### src/rtl/fifo_arb_pkg.sv
// rtl/fifo_arb_pkg.sv - shared types, defaults and round-robin helper for the FIFO write arbiter
package fifo_arb_pkg;

    localparam int NREQ_DEF      = 4;
    localparam int SEL_W_DEF     = 2;
    localparam int DATA_W_DEF    = 8;
    localparam int MAX_BURST_DEF = 4;
    localparam int PICK_W        = 8;

    typedef enum logic {
        IDLE = 1'b0,
        OWN  = 1'b1
    } arb_state_e;

    typedef struct packed {
        logic              found;
        logic [PICK_W-1:0] idx;
    } pick_t;

    // Scan last+1, last+2, ... with wrap at nreq; the previous owner is checked last.
    function automatic pick_t rr_pick(input logic [PICK_W-1:0] req_v,
                                      input logic [PICK_W-1:0] last,
                                      input int nreq);
        pick_t p;
        int    j;
        p = '0;
        for (int k = 1; k <= PICK_W; k++) begin
            j = int'(last) + k;
            if (j >= nreq) j = j - nreq;
            if (k <= nreq && !p.found && req_v[j[2:0]]) begin
                p.found = 1'b1;
                p.idx   = 8'(j);
            end
        end
        return p;
    endfunction

endpackage

### src/rtl/fifo_wr_arbiter_if.sv
// rtl/fifo_wr_arbiter_if.sv - producer handshake and FIFO write-side bundle for the arbiter
interface fifo_wr_arbiter_if
    import fifo_arb_pkg::*;
#(
    parameter int NREQ   = NREQ_DEF,
    parameter int SEL_W  = SEL_W_DEF,
    parameter int DATA_W = DATA_W_DEF
);
    logic [NREQ-1:0]        req;
    logic [NREQ*DATA_W-1:0] datai;
    logic [NREQ-1:0]        ack;
    logic                   fifo_full;
    logic                   fifo_we;
    logic [DATA_W-1:0]      fifo_datai;
    logic [NREQ-1:0]        grant;
    logic [SEL_W-1:0]       owner;
    logic                   busy;

    modport master (
        output req, datai, fifo_full,
        input  ack, fifo_we, fifo_datai, grant, owner, busy
    );

    modport slave (
        input  req, datai, fifo_full,
        output ack, fifo_we, fifo_datai, grant, owner, busy
    );
endinterface

### src/rtl/fifo_rr_pick.sv
// rtl/fifo_rr_pick.sv - combinational round-robin selector shared by write and read schedulers
module fifo_rr_pick
    import fifo_arb_pkg::*;
#(
    parameter int NREQ  = NREQ_DEF,
    parameter int SEL_W = SEL_W_DEF
) (
    input  logic [NREQ-1:0]  req,
    input  logic [SEL_W-1:0] last,
    output logic [SEL_W-1:0] idx,
    output logic             found
);
    logic [PICK_W-1:0] req_ext;
    logic [PICK_W-1:0] last_ext;
    pick_t             pick;

    always_comb begin
        req_ext                 = '0;
        req_ext[NREQ-1:0]       = req;
        last_ext                = '0;
        last_ext[SEL_W-1:0]     = last;
        pick                    = rr_pick(req_ext, last_ext, NREQ);
        idx                     = SEL_W'(pick.idx);
        found                   = pick.found;
    end
endmodule

### src/rtl/fifo_wr_arbiter.sv
// rtl/fifo_wr_arbiter.sv - round-robin owner of a FIFO write port; FIFO_ARB_PRIO0_EN gives requester 0 priority in IDLE
module fifo_wr_arbiter
    import fifo_arb_pkg::*;
#(
    parameter int NREQ      = NREQ_DEF,
    parameter int SEL_W     = SEL_W_DEF,
    parameter int DATA_W    = DATA_W_DEF,
    parameter int MAX_BURST = MAX_BURST_DEF
) (
    input logic               clk,
    input logic               rst,
    fifo_wr_arbiter_if.slave  bus
);
    localparam logic [0:0] ST_IDLE  = 1'(IDLE);
    localparam logic [0:0] ST_OWN   = 1'(OWN);
    localparam logic [3:0] CNT_LAST = 4'(MAX_BURST - 1);

    logic [0:0]       state;
    logic [NREQ-1:0]  grant_q;
    logic [SEL_W-1:0] owner_q;
    logic [SEL_W-1:0] last_q;
    logic [3:0]       cnt;
    logic [NREQ-1:0]  pick_req;
    logic [SEL_W-1:0] rr_idx;
    logic             rr_found;
    logic [SEL_W-1:0] pick_idx;
    logic             pick_found;
    logic             we;
    logic             release_now;

`ifdef FIFO_ARB_PRIO0_EN
    assign pick_req = {bus.req[NREQ-1:1], 1'b0};
`else
    assign pick_req = bus.req;
`endif

    fifo_rr_pick #(.NREQ(NREQ), .SEL_W(SEL_W)) u_pick (
        .req   (pick_req),
        .last  (last_q),
        .idx   (rr_idx),
        .found (rr_found)
    );

    always_comb begin
`ifdef FIFO_ARB_PRIO0_EN
        if (bus.req[0]) begin
            pick_idx   = '0;
            pick_found = 1'b1;
        end else begin
            pick_idx   = rr_idx;
            pick_found = rr_found;
        end
`else
        pick_idx   = rr_idx;
        pick_found = rr_found;
`endif
    end

    // rst gates the write so a mid-burst reset never lands a word.
    always_comb begin
        we             = (state == ST_OWN) && bus.req[owner_q] && !bus.fifo_full && !rst;
        bus.ack        = '0;
        bus.ack[owner_q] = we;
        bus.fifo_datai = bus.datai[int'(owner_q)*DATA_W +: DATA_W];
        release_now    = (state == ST_OWN) && (!bus.req[owner_q] || (we && cnt == CNT_LAST));
    end

    assign bus.fifo_we = we;
    assign bus.grant   = grant_q;
    assign bus.owner   = owner_q;
    assign bus.busy    = (state == ST_OWN);

    always_ff @(posedge clk) begin
        if (rst) begin
            state   <= ST_IDLE;
            grant_q <= '0;
            owner_q <= '0;
            cnt     <= '0;
            last_q  <= SEL_W'(NREQ - 1);
        end else begin
            case (state)
                ST_IDLE: begin
                    if (pick_found) begin
                        owner_q <= pick_idx;
                        grant_q <= NREQ'(1) << pick_idx;
                        cnt     <= '0;
                        state   <= ST_OWN;
                    end
                end
                default: begin
                    if (release_now) begin
                        state   <= ST_IDLE;
                        last_q  <= owner_q;
                        grant_q <= '0;
                    end else if (we) begin
                        cnt <= cnt + 4'd1;
                    end
                end
            endcase
        end
    end
endmodule

### src/flat_wrapper.sv
// flat-port wrapper written by rule: the top's interface ports become plain ports
module fifo_wr_arbiter_flat import fifo_arb_pkg::*;
#(
    parameter int NREQ      = NREQ_DEF,
    parameter int SEL_W     = SEL_W_DEF,
    parameter int DATA_W    = DATA_W_DEF,
    parameter int MAX_BURST = MAX_BURST_DEF
)
  (clk, rst, bus_req, bus_datai, bus_fifo_full, bus_ack, bus_fifo_we, bus_fifo_datai, bus_grant, bus_owner, bus_busy);
  fifo_wr_arbiter_if #(.NREQ(NREQ), .SEL_W(SEL_W), .DATA_W(DATA_W)) bus_i ();
  input logic clk;
  input logic rst;
  input wire logic [$bits(bus_i.req)-1:0] bus_req;
  input wire logic [$bits(bus_i.datai)-1:0] bus_datai;
  input wire logic [$bits(bus_i.fifo_full)-1:0] bus_fifo_full;
  output wire logic [$bits(bus_i.ack)-1:0] bus_ack;
  output wire logic [$bits(bus_i.fifo_we)-1:0] bus_fifo_we;
  output wire logic [$bits(bus_i.fifo_datai)-1:0] bus_fifo_datai;
  output wire logic [$bits(bus_i.grant)-1:0] bus_grant;
  output wire logic [$bits(bus_i.owner)-1:0] bus_owner;
  output wire logic [$bits(bus_i.busy)-1:0] bus_busy;
  assign bus_i.req = bus_req;
  assign bus_i.datai = bus_datai;
  assign bus_i.fifo_full = bus_fifo_full;
  assign bus_ack = bus_i.ack;
  assign bus_fifo_we = bus_i.fifo_we;
  assign bus_fifo_datai = bus_i.fifo_datai;
  assign bus_grant = bus_i.grant;
  assign bus_owner = bus_i.owner;
  assign bus_busy = bus_i.busy;
  fifo_wr_arbiter #(.NREQ(NREQ), .SEL_W(SEL_W), .DATA_W(DATA_W), .MAX_BURST(MAX_BURST)) u_core (.clk(clk), .rst(rst), .bus(bus_i));
endmodule
### config.mk
export PLATFORM = sky130hd
export DESIGN_NAME = fifo_wr_arbiter_flat
export DESIGN_NICKNAME = d
export VERILOG_FILES = /design/src/rtl/fifo_arb_pkg.sv /design/src/rtl/fifo_wr_arbiter_if.sv /design/src/rtl/fifo_rr_pick.sv /design/src/rtl/fifo_wr_arbiter.sv /design/src/flat_wrapper.sv
export SDC_FILE = /design/constraint.sdc
export NUM_CORES = 1
export LEC_CHECK = 0
export BUFFER_PORTS_ARGS = -buffer_cell sky130_fd_sc_hd__buf_2
export CAP_MARGIN = 10
export CORE_MARGIN = 5
export CORE_UTILIZATION = 49
export DETAILED_ROUTE_END_ITERATION = 10
export GPL_ROUTABILITY_DRIVEN = 0
export PLACE_DENSITY_LB_ADDON = 0.25
export SLEW_MARGIN = 0
export SYNTH_ARGS = -nofsm -noshare
export SYNTH_HDL_FRONTEND = slang
export SYNTH_SLANG_ARGS = --single-unit
### constraint.sdc
create_clock -name clk -period 6.8 [get_ports clk]
set_clock_uncertainty 0.15 [all_clocks]
set_input_delay 0.34 -clock clk [delete_from_list [all_inputs] [get_ports clk]]
set_output_delay 0.34 -clock clk [all_outputs]
set_load 0.01 [all_outputs]
==> metrics <==
Post-CTS Resized=0; Placeable Area=2230 um2; CTS Buffer Depth=2; net count after synthesis=155; Reg clk slew, reported paths=70 ps; antenna violations before repair=0; GRT Total Usage=17.7%; synthesized area per cell=10.2 um2; top-area cell type share of the netlist area=23.2%; Worst Hold Class=in2reg; crit path DAT=2720 ps; reg2reg start=u_core.last_q[0]; number of enable flip-flop cells after synthesis=0; leading post-synthesis cells by instance count=13 x dfxtp_1, 12 x mux4_2, 8 x nor2_1, 6 x inv_1, 6 x nand2_1; count leader, synth=dfxtp_1; TritonCTS clock tree=built; Fin Hold WS=202 ps; status=finished, final reports clean; Synth Flop Type=dfxtp_1; Die Y=58.8 um; Post-CTS Setup Inserts=0; Pins Over Slew Limit=0; Period Utilization, post-route=39.6%; Hold Path Sink=u_core.bus.owner[0]; Initial DRC Count=36; crit path max fanout=11; Clock Latency Late Sink=280 ps; fmax=0.372 GHz; Post-Syn Area=1170 um2; total grt overflow=0; Avg WL per Cell=15.3 um; Peak supply drop=0.213 mV; CTS hold repair buffers=0; diode count=0; Mapped Cells=114; synthesis-to-finish area growth=26.3%; static leakage=0.704 nW; row count=17; remaining max-slew budget at the tightest pin=50.0%; max cap viols=0; Vias per Instance=5.81; die width=58.8 um; worst slew pin tran=749 ps; Async SR Flop Fraction=0%; CTS H-tree depth=1; Worst R2R Setup Slack=4110 ps; Seq cells post-synth=13; largest net degree at the start of global routing=17; initial core utilization=52.3%; drt total wl=3020 um; Total Power=0.377 mW; worst hold stages=2; largest area contributor in the netlist=mux4_2; PD cells=256 nW/um2; sequential fraction of the synthesis area=22.3%; vias in the first global route=1087; RR Endpoint=u_core.bus.grant[3]; CP required=6830 ps; I/O Buffers=58; synth warn=0; cells on worst reg2reg path=7; CP Launch Type=flip-flop; total negative slack=0 ps; final hold violations=0; ANT nets after route=0; root buffer cell=clkbuf_4; CP endpoint kind=flip-flop; io pins=59; Netlist cell types=48; TritonRoute pass-1 iters=4; final period demand of the worst path=2690 ps; die area=3460 um2; Total Nets Final=211; via count=1144; hold_sp=rst; Num CTS Buffers=3; share of layout cells above drive strength 1=52.7%; first-pass GRT wire length=4770 um; RSZ-0062 raised after global routing=false; top area cells in the synthesized netlist=mux4_2 23%, dfxtp_1 22%, mux2i_1 4.3%; residual DRC count=0; DP Wirelength=2480 um; kind of critical path=reg2reg; Sink Count=13; final number of setup-violating endpoints=0
## placed cells by master (no fill, tap or decap), types with 3 or more instances in the layout
cell and n:
nor3b_1 4, nand2_1 6, clkbuf_4 3, a21oi_1 3, buf_2 58, mux2i_1 5
nand2b_1 4, dfxtp_1 13, inv_1 6, nor2_1 8, mux4_2 12, nand3_1 3
## cells by family (layout without fill, tap and decap cells)
logic type               Yosys count  count (layout)  synth area share (%)
AO/OA/AOI/OAI                     24              24                  17.8
XOR/XNOR                           2               2                  1.50
adder cells (fa/ha/maj)            2               2                  2.14
buffers and inverters             15              70                  6.43
flip-flops                        13              13                  22.3
multiplexers                      20              20                  30.7
AND/OR/NAND/NOR                   38              38                  19.2
## report_power, final
group | internal, mW | switching (mW) | leakage [nW] | total (mW)
sequential | 0.0886 | 0.0315 | 0.106 | 0.120
clock | 0.0228 | 0.0250 | 0.0150 | 0.0478
combinational | 0.113 | 0.0955 | 0.583 | 0.209
total | 0.225 | 0.152 | 0.704 | 0.377
## per-stage QoR
stage          setup slack, ps  std cells  utilization, %  area, um2
2_1_floorplan             4510        114               -       1170
3_3_place_gp              4270        193            64.8       1450
3_5_place_dp              4130        193            64.8       1450
4_1_cts                   4110        197            66.0       1470
5_1_grt                   3920        197            66.0       1470
6_report                  4110        197            66.0       1470
## worst max path at each step
stage                     startpoint                   to  slack (ps)  depth (start not counted)
finish              u_core.last_q[0]  u_core.bus.grant[3]        4110                          7
global route        u_core.last_q[0]  u_core.bus.grant[3]        3920                          7
CTS                 u_core.last_q[0]  u_core.bus.grant[3]        4110                          7
detailed placement  u_core.last_q[0]  u_core.bus.grant[3]        4130                          7
global placement    u_core.last_q[0]  u_core.bus.grant[1]        4270                          7
floorplan           u_core.last_q[0]  u_core.bus.grant[0]        4510                          8
## layout make-up
cell class,count,area (um2)
multi-input cells,86,832
fillers,185,759
inverters,8,30.0
repair buffers,58,290
flip-flops and latches,13,260
well taps,28,35.0
clock buffers,4,26.3
## flip-flops by register name (all words and copies together) (netlist names)
signal            count
u_core.bus.busy       1
u_core.bus.grant      4
u_core.cnt            4
u_core.bus.owner      2
u_core.last_q         2
## critical path, stage by stage, from the launching register on
cell and delay [ps]:
dfxtp_1 650, inv_2 140, ha_1 450, mux4_2 420
inv_1 110, and3_1 170, a32oi_2 160, o32ai_1 340
## layer usage
| layer | track usage [%] | vias up | wire length, um | share of wire, % |
|---|---|---|---|---|
| met4 | 10.0 | 0 | 47 | 1.6 |
| met2 | 31.4 | 47 | 1570 | 52 |
| met3 | 3.29 | 5 | 294 | 9.8 |
| li1 | - | 551 | - | - |
| met5 | 0 | - | 0 | 0 |
| met1 | 19.7 | 541 | 1110 | 37 |
Note: power is estimated with default switching activity, not from simulation.
